**src/rtl/lut_arb_ctrl.sv**
```systemverilog
// lut_arb_ctrl: arbitrates four requesters onto one shared 4->3 classifier lookup, one transaction at a time.
// Define RR_ARB_EN for round-robin arbitration; otherwise fixed priority (lowest index wins).

module lut_arb_ctrl #(
    parameter int LUT_LAT = 1
) (
    input  logic        clk,
    input  logic        rst,
    input  logic [3:0]  req,
    input  logic [15:0] code,
    output logic [3:0]  gnt,
    output logic        lut_en,
    output logic [3:0]  lut_x,
    input  logic [2:0]  lut_y,
    output logic        rsp_valid,
    output logic [1:0]  rsp_id,
    output logic [2:0]  rsp_data,
    output logic        busy
);
    // Out-of-range latencies fall back to a single lookup cycle.
    localparam logic [3:0] LAT = (LUT_LAT < 1 || LUT_LAT > 15) ? 4'd1 : 4'(LUT_LAT);

    typedef enum logic [1:0] {IDLE, WAIT, DONE} state_t;

    state_t     state;
    logic [3:0] cnt;
    logic [1:0] id;
    logic [1:0] win;

`ifdef RR_ARB_EN
    logic [1:0] ptr;

    // Scan farthest-to-nearest from ptr so the nearest requester after ptr wins.
    always_comb begin
        win = ptr + 2'd1;
        for (int k = 4; k >= 1; k--)
            if (req[ptr + 2'(k)]) win = ptr + 2'(k);
    end
`else
    always_comb begin
        win = 2'd0;
        for (int k = 3; k >= 0; k--)
            if (req[k]) win = 2'(k);
    end
`endif

    always_ff @(posedge clk or posedge rst) begin
        if (rst) begin
            state     <= IDLE;
            cnt       <= '0;
            id        <= '0;
            gnt       <= '0;
            lut_en    <= 1'b0;
            lut_x     <= '0;
            rsp_valid <= 1'b0;
            rsp_id    <= '0;
            rsp_data  <= '0;
            busy      <= 1'b0;
`ifdef RR_ARB_EN
            ptr       <= 2'd3;
`endif
        end else begin
            case (state)
                IDLE: begin
                    if (|req) begin
                        state  <= WAIT;
                        id     <= win;
                        gnt    <= 4'b0001 << win;
                        lut_en <= 1'b1;
                        lut_x  <= code[{win, 2'b00} +: 4];
                        cnt    <= LAT;
                        busy   <= 1'b1;
`ifdef RR_ARB_EN
                        ptr    <= win;
`endif
                    end
                end
                WAIT: begin
                    cnt <= cnt - 4'd1;
                    // lut_y is a function of the registered lut_x, so it is stable here.
                    if (cnt == 4'd1) begin
                        rsp_data  <= lut_y;
                        rsp_valid <= 1'b1;
                        rsp_id    <= id;
                        gnt       <= '0;
                        lut_en    <= 1'b0;
                        lut_x     <= '0;
                        state     <= DONE;
                    end
                end
                DONE: begin
                    rsp_valid <= 1'b0;
                    busy      <= 1'b0;
                    state     <= IDLE;
                end
                default: begin
                    state     <= IDLE;
                    gnt       <= '0;
                    lut_en    <= 1'b0;
                    lut_x     <= '0;
                    rsp_valid <= 1'b0;
                    busy      <= 1'b0;
                end
            endcase
        end
    end

endmodule
```
**config.mk**
```make
export PLATFORM = sky130hd
export DESIGN_NAME = lut_arb_ctrl
export DESIGN_NICKNAME = d
export VERILOG_FILES = /design/src/rtl/lut_arb_ctrl.sv
export SDC_FILE = /design/constraint.sdc
export NUM_CORES = 1
export LEC_CHECK = 0
export BUFFER_PORTS_ARGS = -buffer_cell sky130_fd_sc_hd__clkbuf_2
export CORE_ASPECT_RATIO = 0.9
export CORE_MARGIN = 3
export CORE_UTILIZATION = 44
export CTS_CLUSTER_DIAMETER = 120
export DETAILED_ROUTE_END_ITERATION = 10
export PLACE_DENSITY = 0.74
export SLEW_MARGIN = 10
export SYNTH_ARGS = -nofsm -noshare
export SYNTH_HDL_FRONTEND = slang
export SYNTH_SLANG_ARGS = --single-unit
```
**constraint.sdc**
```tcl
create_clock -name clk -period 1.6 [get_ports clk]
set_input_delay 0.32 -clock clk [delete_from_list [all_inputs] [get_ports clk]]
set_output_delay 0.32 -clock clk [all_outputs]
set_load 0.1 [all_outputs]
```
# After elaboration in Yosys (flattened, before gate mapping)
# Cells that the tools add are included.
dict set report totals {
  output_inout_bits 16
  ff_bits 24
  wordCells 51
}
dict set report classes {
  addsub 1
  n_eq_ne 5
  n_mux 20
  bitwise 3
  reduce_logical 10
  shift 2
}
# operator n
set op_table {}
lappend op_table {{case mux 4 bit (3 select lines)} 2}
lappend op_table {{two-way mux 4 bit} 4}
lappend op_table {{indexed part select 16 x 5 -> 4 bit} 1}
lappend op_table {{two-way mux 2 bit} 6}
lappend op_table {{AND reduction 2 bit} 6}
lappend op_table {{case mux 4 bit (2 select lines)} 1}
lappend op_table {{equality test 4 x 1 -> 1 bit (second input constant)} 1}
lappend op_table {{!= test 2 bit (second input constant)} 2}
lappend op_table {{case mux 1 bit (2 select lines)} 2}
lappend op_table {{case mux 2 bit (2 select lines)} 1}
lappend op_table {{OR reduction 4 bit} 1}
lappend op_table {{<< shifter 1 x 2 -> 4 bit (first input constant)} 1}
lappend op_table {{subtractor 4 x 1 -> 4 bit (second input constant)} 1}
lappend op_table {{two-way mux 1 bit} 3}
lappend op_table {{inverter 1 bit} 3}
lappend op_table {{case mux 1 bit (3 select lines)} 1}
lappend op_table {{AND reduction 3 bit} 1}
lappend op_table {{equality test 2 x 1 -> 1 bit (second input constant)} 1}
lappend op_table {{equality test 2 bit (second input constant)} 1}
lappend op_table {{logical NOT 2 bit} 1}
lappend op_table {{nonzero test 2 bit} 1}

# Logic depth before layout (Yosys ltp)
dict set report depth {
  word_depth 7
  mapped_depth 6
}

# Worst setup path before layout
# Ideal clock, no wire load.
dict set report synth_timing {
  path_type {reg2reg}
  from {register state[1]}
  to {register rsp_data[0]}
  setup_slack_ns 0.051
  required_time_ns 1.474
  path_stages_with_launch 5
  t_arrival_ns 1.423
  n_path_buf 1
  setup_time_ns 0.126
  cell_sequence {dfrtp_1 nand2b_1 or3_1 clkbuf_1 mux2_2}
}
dict set report synth_via {
  elab_chain_cells 2
}
# item line_no
set synth_rtl {}
lappend synth_rtl {{start, declared} 25} ;# state_t state;
lappend synth_rtl {{start signal, assigned} 49} ;# state <= IDLE;
lappend synth_rtl {{start signal, assigned} 66} ;# state <= WAIT;
lappend synth_rtl {{start signal, assigned} 88} ;# state <= DONE;
lappend synth_rtl {{equality test 2 x 1 -> 1 bit} 63} ;# case (state)
lappend synth_rtl {{AND reduction 2 bit (no line)} -}
lappend synth_rtl {{end signal, assigned} 82} ;# rsp_data <= lut_y;
lappend synth_rtl {{end, declared} 17} ;# output logic [2:0] rsp_data,
# Every way passes these cells.
# A chain may end at the register's enable or synchronous reset.

# Worst setup path in the final report
dict set report layout_timing {
  from {register cnt[0]}
  to {register lut_x[0]}
}
dict set report layout_via {
  elab_chain_cells 3
}
# item line_no
set layout_rtl {}
lappend layout_rtl {{start, declared} 26} ;# logic [3:0] cnt;
lappend layout_rtl {{start signal, assigned} 79} ;# cnt <= cnt - 4'd1;
lappend layout_rtl {{equality test 4 x 1 -> 1 bit} 81} ;# if (cnt == 4'd1) begin
lappend layout_rtl {{!= test 2 bit (no line)} -}
lappend layout_rtl {{AND reduction 3 bit (no line)} -}
lappend layout_rtl {{end signal, assigned} 70} ;# lut_x <= code[{win, 2'b00} +: 4];
lappend layout_rtl {{end, declared} 13} ;# output logic [3:0] lut_x,
# Every way passes these cells.

==> flow_metrics.tcl <==
set metrics [dict create \
    timing.rr.start "cnt[0]" \
    max_slew_margin_pct 63.79 \
    num_io_pins 41 \
    rsz0062_at_grt "false" \
    hold_viol 0 \
    cts.sinks 24 \
    yosys_warnings 0 \
    wl_per_cell_um 14.07 \
    nFillCells 227 \
    grt_pass1_wl_mm 4.512 \
    cp-end-kind "flop" \
    wirelength_mm 2.743 \
    dr_wl_met3_um 132 \
    fin_crit_sh_pct 95.54 \
    via_per_inst 5.533 \
    cts_tree "done" \
    dieHeight_um 55.98 \
    top_layer_used "met4" \
    cts-htree-levels 1 \
    fin_skew_ns 0.006106 \
    drt_iter0_drc 25 \
    gp_congestion 0.8162 \
    start_util_pct 47.84 \
    clock_latency_ns 0.31 \
    layout-drive-gt1-share_pct 44.31 \
    num_rows 17 \
    arrival_ns 1.78 \
    drt-pass1-iter-count 4 \
    place_inst 190 \
    hpwl_mm 2.150 \
    wl_met2_mm 1.375 \
    slew_viol_final 0 \
    fmax_mhz 654.1 \
    stdcell_count 195 \
    synth_area_sq_um 1221 \
    num_vias 1079 \
    met1_length_mm 1.213 \
    cap_violations 0 \
    post-route-min-period_ns 1.529 \
    grt_util_all_layers_pct 17.04 \
    worstPathMaxFanout 6 \
    whs_ns 0.2269 \
    fin_nets 195 \
    hold_path.class "input pin to flop" \
    first_global_vias 1053 \
    cts_root_buffer "clkbuf_4" \
    layout_common_cells "clkbuf_2 (40), dfrtp_1 (24), buf_4 (13), a21oi_1 (11)" \
    numCtsBuffers 3 \
    max_slew.worst_pin.slew_ns 0.5455 \
    placedInstanceArea_sq_um 1518 \
    synth_cell_types 40 \
    layout-area-overhead-vs-synth_pct 28.48 \
    antenna_found_initial 0 \
    hp-start "lut_y[0]" \
    clockBufferDepth 2 \
    report.final.setup_viol 0 \
    final_common_cell "clkbuf_2" \
    critPathLaunchType "flop" \
    synth_seq_area_share_pct 49.18 \
    grt_max_degree 25 \
    core_area_sq_um 2552 \
    cp.required_ns 1.86 \
    fp.dieW_um 61.53 \
    drcViolationCount 0 \
    dieArea_sq_um 3444 \
    ys_ff_latch 24 \
    grt-ovfl-total 0 \
    syn_inst 115 \
    avgSynthCellArea_sq_um 10.62 \
    startpoint "cnt[0]" \
    ant_nets 0 \
    status "complete, no violations" \
    diodes 0 \
    path_clk_slew_ns 0.13 \
    numPortBuffers 40 \
    syn_nets 142 \
    setup-tns-final_ns 0 \
    crit_type "flop to flop" \
    finalInstanceArea_sq_um 1569 \
    cts_setup_buffers 0 \
]
[state kept, by name, summed over array words and instances, names as in the netlist]
register	flops
busy	1
cnt	4
gnt	4
id	2
lut_en	1
lut_x	4
rsp_data	3
rsp_id	2
rsp_valid	1
state	2
[metrics by stage]
| stage | worst slack, ns | util, % |
|---|---|---|
| floorplan | 0.05150 | - |
| global placement | -0.002616 | 59.46 |
| detailed placement | -0.04005 | 59.46 |
| CTS | 0.01086 | 60.88 |
| global route | 0.01845 | 61.47 |
| finish | 0.07128 | 61.47 |
[cell families after synthesis]
group,after synthesis,synth area share [%]
AO/OA/AOI/OAI,31,18.44
XOR/XNOR,2,1.435
AND/OR/NAND/NOR,38,19.16
buffers and inverters,13,5.124
flip-flops,24,49.18
multiplexers,5,4.610
adder cells (fa/ha/maj),2,2.049
[timing repair]
item | 4_1_cts | 5_1_grt
hold buffers | 0 | 1
hold endpoints to repair | 0 | 2
setup endpoints to repair | 0 | 8
gates resized for setup | 0 | 1
[per-layer routing]
| metal | global-route usage (%) | up-vias |
|---|---|---|
| met5 | 0 | - |
| met1 | 22.63 | 530 |
| met2 | 26.46 | 33 |
| li1 | - | 514 |
| met4 | 4.848 | 0 |
| met3 | 5.104 | 2 |
[cells in the mapped netlist]
master	number	area, sq um
and4bb_2	1	12.51
nand3b_1	5	37.54
a221o_1	3	30.03
or4_1	1	7.510
or4_4	1	11.26
a221o_2	1	11.26
buf_6	1	11.26
a22o_1	1	8.760
xnor2_1	1	8.760
buf_2	2	10.01
o21ai_0	6	30.03
and2_2	2	15.01
inv_1	7	26.28
nor2b_1	3	18.77
and2_1	1	6.260
o21a_1	1	7.510
a31o_2	1	8.760
o221a_2	1	11.26
a211oi_4	1	20.02
mux2_2	5	56.30
o211a_1	1	10.01
a21o_1	1	7.510
and3_1	3	18.77
xor2_1	1	8.760
o41ai_1	1	8.760
or3_1	1	6.260
dfrtp_1	24	600.6
nand2b_1	2	12.51
o22ai_1	1	6.260
ha_1	2	25.02
buf_4	1	7.510
nor3b_1	1	7.510
nand2_1	7	26.28
a21oi_1	11	55.05
clkbuf_1	2	7.510
a32o_1	1	10.01
nor2_1	6	22.52
nor4b_1	1	8.760
or2_2	2	12.51
or4b_2	1	10.01
[final timing paths]
| check | to | slack, ns | cells after the start |
|---|---|---|---|
| worst max-delay path | lut_x[0] | 0.07 | 4 |
| worst min-delay path | rsp_data[0] | 0.23 | 2 |
| worst max register to register | lut_x[0] | 0.07 | 4 |
| worst min register to register | lut_en | 0.50 | 1 |
| max in group asynchronous | cnt[3] | 0.81 | 4 |
| min in group asynchronous | rsp_data[1] | 0.56 | 4 |
[final cells by class]
class	count	area (sq um)	area share, %
clock buffers	4	36.28	2.313
repair buffers	54	307.8	19.62
multi-input cells	78	563.0	35.89
well taps	28	35.03	2.233
flip-flops and latches	24	600.6	38.28
inverters	7	26.28	1.675
[critical path, stage by stage (launching register included)]
cell,delay (ns)
dfrtp_1,0.43
ha_1,0.22
and4bb_2,0.27
a211oi_4,0.33
a221o_1,0.22
Power is not shown: default switching activity piles up to over one toggle a cycle in this logic, so the estimate is an artifact.
